## config.mk

```make
export PLATFORM = sky130hd
export DESIGN_NAME = reg_bus_load_operand
export DESIGN_NICKNAME = d
export VERILOG_FILES = /design/src/rtl/reg_bus_load_operand.sv
export SDC_FILE = /design/constraint.sdc
export NUM_CORES = 1
export LEC_CHECK = 0
export BUFFER_PORTS_ARGS = -buffer_cell sky130_fd_sc_hd__clkbuf_2
export CORE_ASPECT_RATIO = 0.6
export CORE_MARGIN = 4
export CORE_UTILIZATION = 46
export DETAILED_ROUTE_END_ITERATION = 6
export MAX_ROUTING_LAYER = met4
export PLACE_DENSITY = 0.74
export RECOVER_POWER = 100
export SLEW_MARGIN = 5
export SYNTH_ARGS = -nofsm -noshare
export SYNTH_HDL_FRONTEND = slang
export SYNTH_SLANG_ARGS = --single-unit
```

## constraint.sdc

```tcl
create_clock -name clk -period 1.65 [get_ports clk]
set_input_delay 0.33 -clock clk [delete_from_list [all_inputs] [get_ports clk]]
set_output_delay 0.33 -clock clk [all_outputs]
set_load 0.01 [all_outputs]
```

## src/rtl/reg_bus_load_operand.sv

```systemverilog
// Bus-loaded ALU operand register with a relay-settle capture gate and optional bus drive-back.
// Optional feature: define BUS_GLITCH_COUNT_EN to add the saturating glitch_count output.
module reg_bus_load_operand #(
    parameter int N             = 8,
    parameter int SETTLE_CYCLES = 3
) (
    input  logic         clk,
    input  logic         rst_n,
    input  logic [N-1:0] databus_in,
    input  logic         load,
    input  logic         sel,
    output logic [N-1:0] alu_operand,
    output logic [N-1:0] databus_out,
    output logic         databus_oe,
    output logic         busy,
    output logic         load_done
`ifdef BUS_GLITCH_COUNT_EN
    ,
    output logic [7:0]   glitch_count
`endif
);

    localparam int CW = $clog2(SETTLE_CYCLES + 1);
    localparam logic [CW-1:0] CNT_LAST = CW'(SETTLE_CYCLES - 1);

    typedef enum logic [1:0] {
        IDLE    = 2'd0,
        SETTLE  = 2'd1,
        CAPTURE = 2'd2,
        RELEASE = 2'd3
    } state_t;

    state_t        state, state_n;
    logic [N-1:0]  content, content_n;
    logic [N-1:0]  shadow, shadow_n;
    logic [CW-1:0] cnt, cnt_n;
    logic          bus_changed;

    assign bus_changed = (databus_in != shadow);

    always_ff @(posedge clk or negedge rst_n) begin
        if (!rst_n) begin
            state   <= IDLE;
            content <= '0;
            shadow  <= '0;
            cnt     <= '0;
        end else begin
            state   <= state_n;
            content <= content_n;
            shadow  <= shadow_n;
            cnt     <= cnt_n;
        end
    end

    always_comb begin
        state_n   = state;
        content_n = content;
        shadow_n  = shadow;
        cnt_n     = cnt;
        case (state)
            IDLE: begin
                if (load) begin
                    state_n  = SETTLE;
                    shadow_n = databus_in;
                    cnt_n    = CW'(1);
                end
            end
            SETTLE: begin
                // A dropped load abandons the capture; a bus change restarts the settle window.
                if (!load) begin
                    state_n = IDLE;
                end else if (bus_changed) begin
                    shadow_n = databus_in;
                    cnt_n    = CW'(1);
                end else if (cnt == CNT_LAST) begin
                    content_n = shadow;
                    state_n   = CAPTURE;
                end else begin
                    cnt_n = cnt + CW'(1);
                end
            end
            CAPTURE: begin
                state_n = load ? RELEASE : IDLE;
            end
            RELEASE: begin
                if (!load) begin
                    state_n = IDLE;
                end
            end
            default: begin
                state_n = IDLE;
            end
        endcase
    end

    // load outranks sel so the register never latches its own driven value.
    assign databus_oe  = rst_n & sel & ~load & (state == IDLE);
    assign databus_out = databus_oe ? content : '0;
    assign alu_operand = content;
    assign busy        = (state == SETTLE) || (state == CAPTURE);
    assign load_done   = (state == CAPTURE);

`ifdef BUS_GLITCH_COUNT_EN
    always_ff @(posedge clk or negedge rst_n) begin
        if (!rst_n) begin
            glitch_count <= '0;
        end else if ((state == SETTLE) && bus_changed && (glitch_count != 8'hFF)) begin
            glitch_count <= glitch_count + 8'd1;
        end
    end
`endif

endmodule

```

==> results.yml <==
grt:
  grt_max_degree: 21
  first_global_vias: 911
  grt_first_pass_wirelength_um: 4390
  antenna_found_initial: 0
  grt_overflow: 0
  grt_usage_pct: 18.1
power:
  p_per_area_mw_per_mm2: 1510
  vdd_drop_max_v: 0.000822
  power.leakage_nw: 0.753
worst_setup_path:
  crit_type: "flop to output port"
  end_kind: "output port"
  cp-start-kind: "flop"
  cp_cell_sequence: "inv_2 -> ha_4 -> and4b_1 -> buf_6 -> and2_1 -> buf_2"
  cp_slowest_stage_delay_ns: 0.40
  critPathBufInv: 3
  crit_required_ns: 1.32
  rr_worst_depth: 5
  cp_num_cells: 6
  crit_family: "flip-flops"
  crit_fanout: 9
  cp_data_arrival_time_ns: 1.48
  cp_slowest_cell: "dfrtp_1"
floorplanning:
  ios: 31
  die_w_um: 72.8
  fp.dieH_um: 46.9
  die_area_mm2: 0.00341
  initial_utilization_pct: 50.8
  core_area_mm2: 0.00228
  rows: 13
run_status:
  status: "finished, violations left"
  violations: "setup timing"
synthesis:
  ys.flop_type: "dfrtp_1"
  synth_warnings: 0
  synth_edf_count: 0
  synth_top_cell_area_share_pct: 43.2
  synth_cell_types: 30
  synthArstFlopShare_pct: 100
  synth.most_common_cell: "dfrtp_1"
  yosysTopAreaCell: "dfrtp_1"
  yosys-top-cells-count: "dfrtp_1 (20), mux2_2 (17), and2_1 (8), xnor2_1 (8), ha_1 (6)"
  syn_avg_cell_area_um2: 11.9
  synth_cells: 97
  synth_seq_cells: 20
  ys_seq_area_share_pct: 43.2
  yosys-top-cells-area: "dfrtp_1 (43%), mux2_2 (17%), ha_1 (6.5%)"
  synthesis.area_mm2: 0.00116
  syn_nets: 115
final_layout:
  multiInputGateArea_um2: 686
  n_antenna_cell: 0
  postLayoutCellArea_mm2: 0.00157
  seq_area_um2: 500
  fillCellCount: 168
  nets: 163
  layout-drive-gt1-share_pct: 50.7
  area_delta_synth_final_pct: 35.4
clock_network:
  cts_max_path_buffers: 2
  cts_sinks: 20
  cts-htree-levels: 1
  insertion_delay_ns: 0.27
  cts-root-buf: "clkbuf_8"
  clk_pin_slew_worst_paths_ns: 0.08
  cts_buffers: 3
  cts_hold_buf: 0
  cts_tree: "done"
placed_design:
  gp_congestion: 0.881
  port_buffers: 30
  dp_hpwl_um: 2170
  placed_area_mm2: 0.00145
timing:
  slew_violations: 0
  relSlewSlack_pct: 27.4
  post-route-worst-setup-slack_ns: -0.162
  rsz0062_at_grt: "yes"
  fin_skew_ns: 0.00889
  fmax_mhz: 552
  tightest_slew_ns: 1.09
  finalSetupViolCount: 28
  fin_crit_ns: 1.81
  hold_viol: 0
  tns_ns: -2.80
  post-route-period-util_pct: 110
detailed_routing:
  ant_nets: 0
  via_per_inst: 5.20
  routed_wl_um: 2760
  wl_per_cell_um: 15.9
  drc_errors: 0
  drt_iter0_markers: 19
  num_vias: 904
  drtPass1Iterations: 4
worst_hold_path:
  min_path_type: "primary input to flop"
  whs_path_depth: 2
flow_run:
  max_cap_viol_count: 0
## report_power, final
group,leakage (nW),internal [mW],total (mW),switching [mW]
registers,0.253,0.623,0.744,0.121
clock network,0.0357,0.324,0.494,0.170
logic,0.464,0.566,1.13,0.563
## cell type report
| type | count | share of cell area (%) |
|---|---|---|
| sequential | 20 | 31.9 |
| multi-input combinational | 71 | 43.8 |
| clock inverter | 1 | 1.92 |
| clock buffer | 3 | 2.64 |
| inverter | 3 | 0.719 |
| tap | 30 | 2.40 |
| timing repair buffer | 46 | 16.6 |
## worst reg2reg max path: stages, from the launching register on
cell and delay (ns):
dfrtp_1 0.40, buf_4 0.16, ha_1 0.28, buf_4 0.19, a31oi_4 0.24, mux2_2 0.38
## cell usage in the layout (no fill, tap or decap), types with 2 or more instances in the layout
cell / n
clkbuf_1: 9
a221oi_2: 2
ha_1: 4
nor2_1: 3
mux2_2: 17
clkbuf_8: 3
o31ai_1: 2
nand4_2: 2
nand2_1: 3
and2_1: 8
inv_2: 2
buf_2: 9
dfrtp_1: 20
clkbuf_2: 13
nor3_1: 3
xnor2_1: 7
buf_4: 14
nand4_1: 2
## cells by family (layout without fill, tap and decap cells)
family,after synthesis,after routing,share of synthesized area (%)
AOI/OAI and AO/OA,11,11,8.76
muxes,17,17,16.5
DFF,20,20,43.2
xor gates and xnor gates,8,8,6.05
and+or+nand+nor,29,29,16.9
buffers and inverters,6,53,2.05
adders and majority gates,6,6,6.49
## state kept, by name (all words and copies together) (netlist names)
name and flops:
alu_operand 8, cnt 2, shadow 8, state 2
## routing by layer
layer  share of wire [%]  vias to the layer above  global-route usage [%]
li1                    -                      450                       -
met1                  46                      416                    22.6
met2                  46                       33                    29.6
met3                 6.6                        5                    4.70
met4                 1.4                        0                    5.15
met5                   0                        -                       -
## final timing paths
| path | startpoint | end | slack (ns) |
|---|---|---|---|
| max in group asynchronous | rst_n | alu_operand[3] | 0.65 |
| hold reg to reg | cnt[0] | cnt[0] | 0.50 |
| setup reg to reg | state[0] | shadow[3] | -0.11 |
| setup / recovery | state[1] | databus_out[0] | -0.16 |
| min in group asynchronous | rst_n | shadow[0] | 0.35 |
| hold / removal | databus_in[1] | shadow[1] | 0.32 |
## stage by stage
stage	power [mW]	setup slack [ns]	hold slack (ns)	instances	util [%]
finish	2.37	-0.162	0.325	174	68.8
global route	2.50	-0.241	0.333	174	68.8
CTS	2.35	-0.176	0.0365	174	69.0
detailed placement	1.75	-0.0752	0.328	168	63.6
global placement	1.69	-0.00592	0.332	168	63.6
floorplan	1.43	-0.0441	0.0344	97	-
## repair_timing
| item | CTS | global route |
|---|---|---|
| endpoints found under the hold margin | 0 | 0 |
| gates resized for setup | 8 | 12 |
| setup buffers | 2 | 0 |
| endpoints found under the setup margin | 25 | 30 |
| pin swaps | 2 | 1 |
No activity file was read; power rests on OpenSTA's default activity.
